==> src/rtl/contador_pkg.sv <==
// rtl/contador_pkg.sv - shared defaults and width helper for the contador counter
//
// Contents:
//   CONTADOR_WIDTH, CONTADOR_MAX, CONTADOR_DIV : default parameter values
//   contador_cnt_width(n) : register width needed to hold 0..n-1, never less than 1
package contador_pkg;

  localparam int CONTADOR_WIDTH = 4;
  localparam int CONTADOR_MAX   = 15;
  localparam int CONTADOR_DIV   = 1;

  // A ratio of 1 or 2 still needs one bit; $clog2 alone would give 0 for n=1.
  function automatic int contador_cnt_width(input int n);
    if (n <= 2) begin
      return 1;
    end
    return $clog2(n);
  endfunction

endpackage

==> src/rtl/contador_prescaler.sv <==
// rtl/contador_prescaler.sv - enable prescaler producing one tick every DIV enabled cycles
//
// Ports:
//   clk  : rising-edge clock
//   rst  : asynchronous reset, active-low
//   en   : count enable; the phase only advances while high
//   tick : combinational, high in the enabled cycle whose next edge ends a DIV period
module contador_prescaler
  import contador_pkg::*;
#(
  parameter int DIV = CONTADOR_DIV
) (
  input  logic clk,
  input  logic rst,
  input  logic en,
  output logic tick
);

  if (DIV < 1) begin : g_bad_div
    $error("contador_prescaler: DIV must be >= 1");
  end

  localparam int PW = contador_cnt_width(DIV);
  localparam logic [PW-1:0] LAST = PW'(DIV - 1);

  // With DIV=1 the phase register stays at 0 forever (LAST is 0, so every
  // enabled cycle reloads 0); synthesis reduces it to a constant.
  logic [PW-1:0] presc_q;
  logic [PW-1:0] presc_d;
  logic          at_last;

  assign at_last = (presc_q == LAST);

  always_comb begin
    presc_d = presc_q;
    if (en) begin
      presc_d = at_last ? '0 : presc_q + PW'(1);
    end
  end

  always_ff @(posedge clk or negedge rst) begin
    if (!rst) begin
      presc_q <= '0;
    end else begin
      presc_q <= presc_d;
    end
  end

  assign tick = en & at_last;

endmodule

==> src/rtl/contador.sv <==
// rtl/contador.sv - modulo up-counter with clock enable, prescaler and terminal-count pulse
//
// Ports:
//   clk      : rising-edge clock
//   rst      : asynchronous reset, active-low (0 = reset)
//   en       : count enable, sampled on the rising edge
//   cont_out : registered count value, 0..MAX
//   tc       : combinational terminal-count pulse, high in the cycle whose edge wraps to 0
module contador
  import contador_pkg::*;
#(
  parameter int WIDTH = CONTADOR_WIDTH,
  parameter int MAX   = CONTADOR_MAX,
  parameter int DIV   = CONTADOR_DIV
) (
  input  logic             clk,
  input  logic             rst,
  input  logic             en,
  output logic [WIDTH-1:0] cont_out,
  output logic             tc
);

  if (WIDTH < 1) begin : g_bad_width
    $error("contador: WIDTH must be >= 1");
  end

  if (MAX < 1 || longint'(MAX) > ((longint'(1) << WIDTH) - 1)) begin : g_bad_max
    $error("contador: MAX must satisfy 0 < MAX <= 2^WIDTH-1");
  end

  localparam logic [WIDTH-1:0] MAX_V = WIDTH'(MAX);

  logic             tick;
  logic             at_max;
  logic [WIDTH-1:0] cont_q;
  logic [WIDTH-1:0] cont_d;

  contador_prescaler #(
    .DIV (DIV)
  ) u_prescaler (
    .clk  (clk),
    .rst  (rst),
    .en   (en),
    .tick (tick)
  );

  // >= rather than == so a corrupted value above MAX recovers by wrapping.
  assign at_max = (cont_q >= MAX_V);

  always_comb begin
    cont_d = cont_q;
    if (tick) begin
      cont_d = at_max ? '0 : cont_q + WIDTH'(1);
    end
  end

  always_ff @(posedge clk or negedge rst) begin
    if (!rst) begin
      cont_q <= '0;
    end else begin
      cont_q <= cont_d;
    end
  end

  assign cont_out = cont_q;
  // tick already carries en and the last-prescale-phase condition.
  assign tc       = rst & tick & at_max;

endmodule

==> config.mk <==
export PLATFORM = sky130hd
export DESIGN_NAME = contador
export DESIGN_NICKNAME = d
export VERILOG_FILES = /design/src/rtl/contador_pkg.sv /design/src/rtl/contador_prescaler.sv /design/src/rtl/contador.sv
export SDC_FILE = /design/constraint.sdc
export NUM_CORES = 1
export LEC_CHECK = 0
export ABC_CLOCK_PERIOD_IN_PS = 1200
export CAP_MARGIN = 30
export CORE_AREA = 2 2 39 41
export CTS_CLUSTER_SIZE = 8
export DETAILED_ROUTE_END_ITERATION = 8
export DIE_AREA = 0 0 41 43
export GPL_TIMING_DRIVEN = 0
export PLACE_DENSITY = 0.4
export SLEW_MARGIN = 30
export SYNTH_ARGS = -nofsm -noshare
export SYNTH_HDL_FRONTEND = slang
export SYNTH_SLANG_ARGS = --single-unit
==> constraint.sdc <==
create_clock -name clk -period 1.2 [get_ports clk]
set_input_delay 0.12 -clock clk [delete_from_list [all_inputs] [get_ports clk]]
set_output_delay 0.12 -clock clk [all_outputs]
set_load 0.1 [all_outputs]
==> results <==
[metrics by stage]
step | worst slack (ns) | hold slack [ns] | std cells | setup TNS [ns]
2_1_floorplan | -0.3546 | -0.1756 | 18 | -0.4610
3_3_place_gp | -1.022 | 0.3698 | 41 | -2.915
3_5_place_dp | -1.042 | 0.3786 | 41 | -2.941
4_1_cts | -0.1129 | 0.1462 | 47 | -0.1963
5_1_grt | -0.1413 | 0.4013 | 48 | -0.2546
6_report | -0.09986 | 0.3687 | 48 | -0.1586
[area by class of cell]
type / instances / area, sq um
clock buffer: 3 / 22.52
tap: 16 / 20.02
timing repair buffer: 11 / 102.6
multi-input combinational: 14 / 138.9
sequential: 4 / 110.1
fill: 150 / 989.7
[layer usage]
layer,track usage (%),vias to the layer above,wire length (um)
li1,-,96,-
met1,10.03,87,246
met2,8.750,5,247
met3,5.236,0,43
met4,6.000,0,0
met5,0,-,0
[kinds of logic after synthesis]
kind of cell | count (synthesis)
flops | 4
fa+ha+maj | 1
simple gates | 7
compound gates | 4
mux | 1
xor+xnor | 1
[cells in the final DEF (no fill, tap or decap)]
cell type | Yosys | layout
ha_4 | 0 | 1
a41oi_1 | 2 | 2
a21o_1 | 1 | 1
dfrtp_4 | 0 | 2
nor2_4 | 0 | 1
nand2_1 | 2 | 2
nand3_4 | 0 | 1
buf_12 | 0 | 1
dlymetal6s2s_1 | 0 | 1
buf_2 | 0 | 1
mux2_2 | 1 | 1
and3_4 | 0 | 1
dfrtp_2 | 0 | 2
dlygate4sd3_1 | 0 | 1
xnor2_1 | 1 | 1
buf_4 | 0 | 6
clkbuf_4 | 0 | 3
o21ai_2 | 0 | 1
clkdlybuf4s50_1 | 0 | 1
nand2b_1 | 2 | 2
[Yosys cell counts]
cell and n:
nor2_1 1, ha_1 1, and3_1 1, o21ai_0 1
nand2b_1 2, mux2_2 1, nand3_1 1, xnor2_1 1
nand2_1 2, a21o_1 1, dfrtp_1 4, a41oi_1 2
[path summary, 6_finish.rpt]
kind                       slack [ns]  cells past startpoint        start     endpoint
setup / recovery                 -0.1                      4  cont_out[0]           tc
hold / removal                   0.37                      2          rst  cont_out[1]
setup reg to reg                -0.05                      4  cont_out[0]  cont_out[3]
hold reg to reg                  0.53                      1  cont_out[2]  cont_out[2]
max in group asynchronous        0.62                      2          rst  cont_out[0]
min in group clk                 0.53                      1  cont_out[2]  cont_out[2]
[worst max-delay path, stage by stage, from the launching register on]
cell and delay (ns):
dfrtp_4 0.49, ha_4 0.18, nand3_4 0.07, nor2_4 0.04, buf_12 0.16
[timing repair]
action                                  CTS  global route
gates resized for setup                  33             3
endpoints found under the setup margin    5             4
hold buffers                              0             1
buffers inserted                          3             0
pin swaps                                 2             1
cloned                                    0             0
hold endpoints to repair                  0             4
==> key figures <==
Clocking
  • Clk root buf: clkbuf_4
  • Clk buf depth: 2
  • Total CTS buffers: 3
  • H-tree depth: 1
  • Clock sinks: 4
  • Later-pin clock latency in the skew report: 0.23 ns
  • Clk slew on worst S/H paths: 0.04 ns
  • CTS tree: done

Final layout
  • Syn-to-layout area delta: 99.37%
  • Largest register FFs: 4
  • Layout cell share with drive strength beyond 1: 65.63%
  • Post-layout util: 28.48%
  • Diode count: 0
  • Design area: 394.1 sq um
  • Nets: 38

Outcome
  • Status: finished, violations left
  • Violated checks: negative setup slack

Global route
  • Vias in the first global route: 200
  • Largest net degree at the start of global routing: 8
  • First-pass GRT wire length: 876 um
  • Initial antenna violation count: 0
  • Total track usage: 7.847%
  • Remaining Overflow, GRT: 0

Synth
  • Syn nets: 22
  • Register area share after synthesis: 50.63%
  • Register bit total from synthesis: 4
  • Mapped cell area: 197.7 sq um
  • Largest family of logic cells by synthesized area: simple AND/OR/NAND/NOR gates
  • Mux contribution to synthesized area: 5.696%
  • Area share of and/or/nand/nor cells after synthesis: 17.72%
  • XOR/XNOR Fraction of Synth Area: 4.430%
  • Post-synthesis compound-gate area fraction: 15.19%
  • Top-area cell type share of the netlist area: 50.63%
  • Synth Area in Adders: 6.329%
  • Synth warn: 0
  • Synth area leader: dfrtp_1
  • Area contributors post-synth: dfrtp_1 (51%), a41oi_1 (8.9%), ha_1 (6.3%), nand2b_1 (6.3%), mux2_2 (5.7%)
  • Syn avg cell area: 10.98 sq um
  • Cell count after synthesis: 18
  • Yosys cell types: 12

Place
  • Placer Congestion: 0.7317
  • Dpl cell area: 322.8 sq um
  • Port bufs: 7
  • Post-DP HPWL: 377.6 um

Drt
  • Drt drc: 0
  • Antenna Nets Post-Route: 0
  • WL/cell: 11.19 um
  • DR vias/cell: 3.917
  • Drt pass-1 iters: 4
  • Detailed Route WL: 537 um
  • Via count: 188
  • Initial DRC count: 7

STA
  • Max Clk Rate: 769.3 MHz
  • Max transition margin: 68.01%
  • Crit path time final: 1.300 ns
  • Final worst path period share: 108.3%
  • Slew Viols, Final: 0
  • RSZ-0062 raised after global routing: true
  • Final hold viol count: 0
  • Clk_skew: 0.004408 ns
  • # setup viols final: 3
  • Slew at the pin with the worst max-slew slack: 0.4831 ns
  • Final WS setup: -0.09986 ns

Die
  • Site Rows: 14
  • Die height: 43 um
  • Ports: 8
  • Die area: 1763 sq um
  • Die W: 41 um
  • Initial Util: 14.29%
  • Core ar.: 1384 sq um

Worst setup path
  • WP data arrival: 1.18 ns
  • Critical Path RT: 1.08 ns
  • Critical Path Fanout Max: 3
  • Critical setup path kind: reg2out
  • Crit path capture type: output port
  • Crit path launch type: flip-flop

Flow run
  • Max Cap Violations: 0

Hold path
  • Min-delay worst type: in2async
Power of run 1 is left out: the tool's default activity adds up to more than one toggle a clock period on the data nets, which glitch-free logic cannot reach.
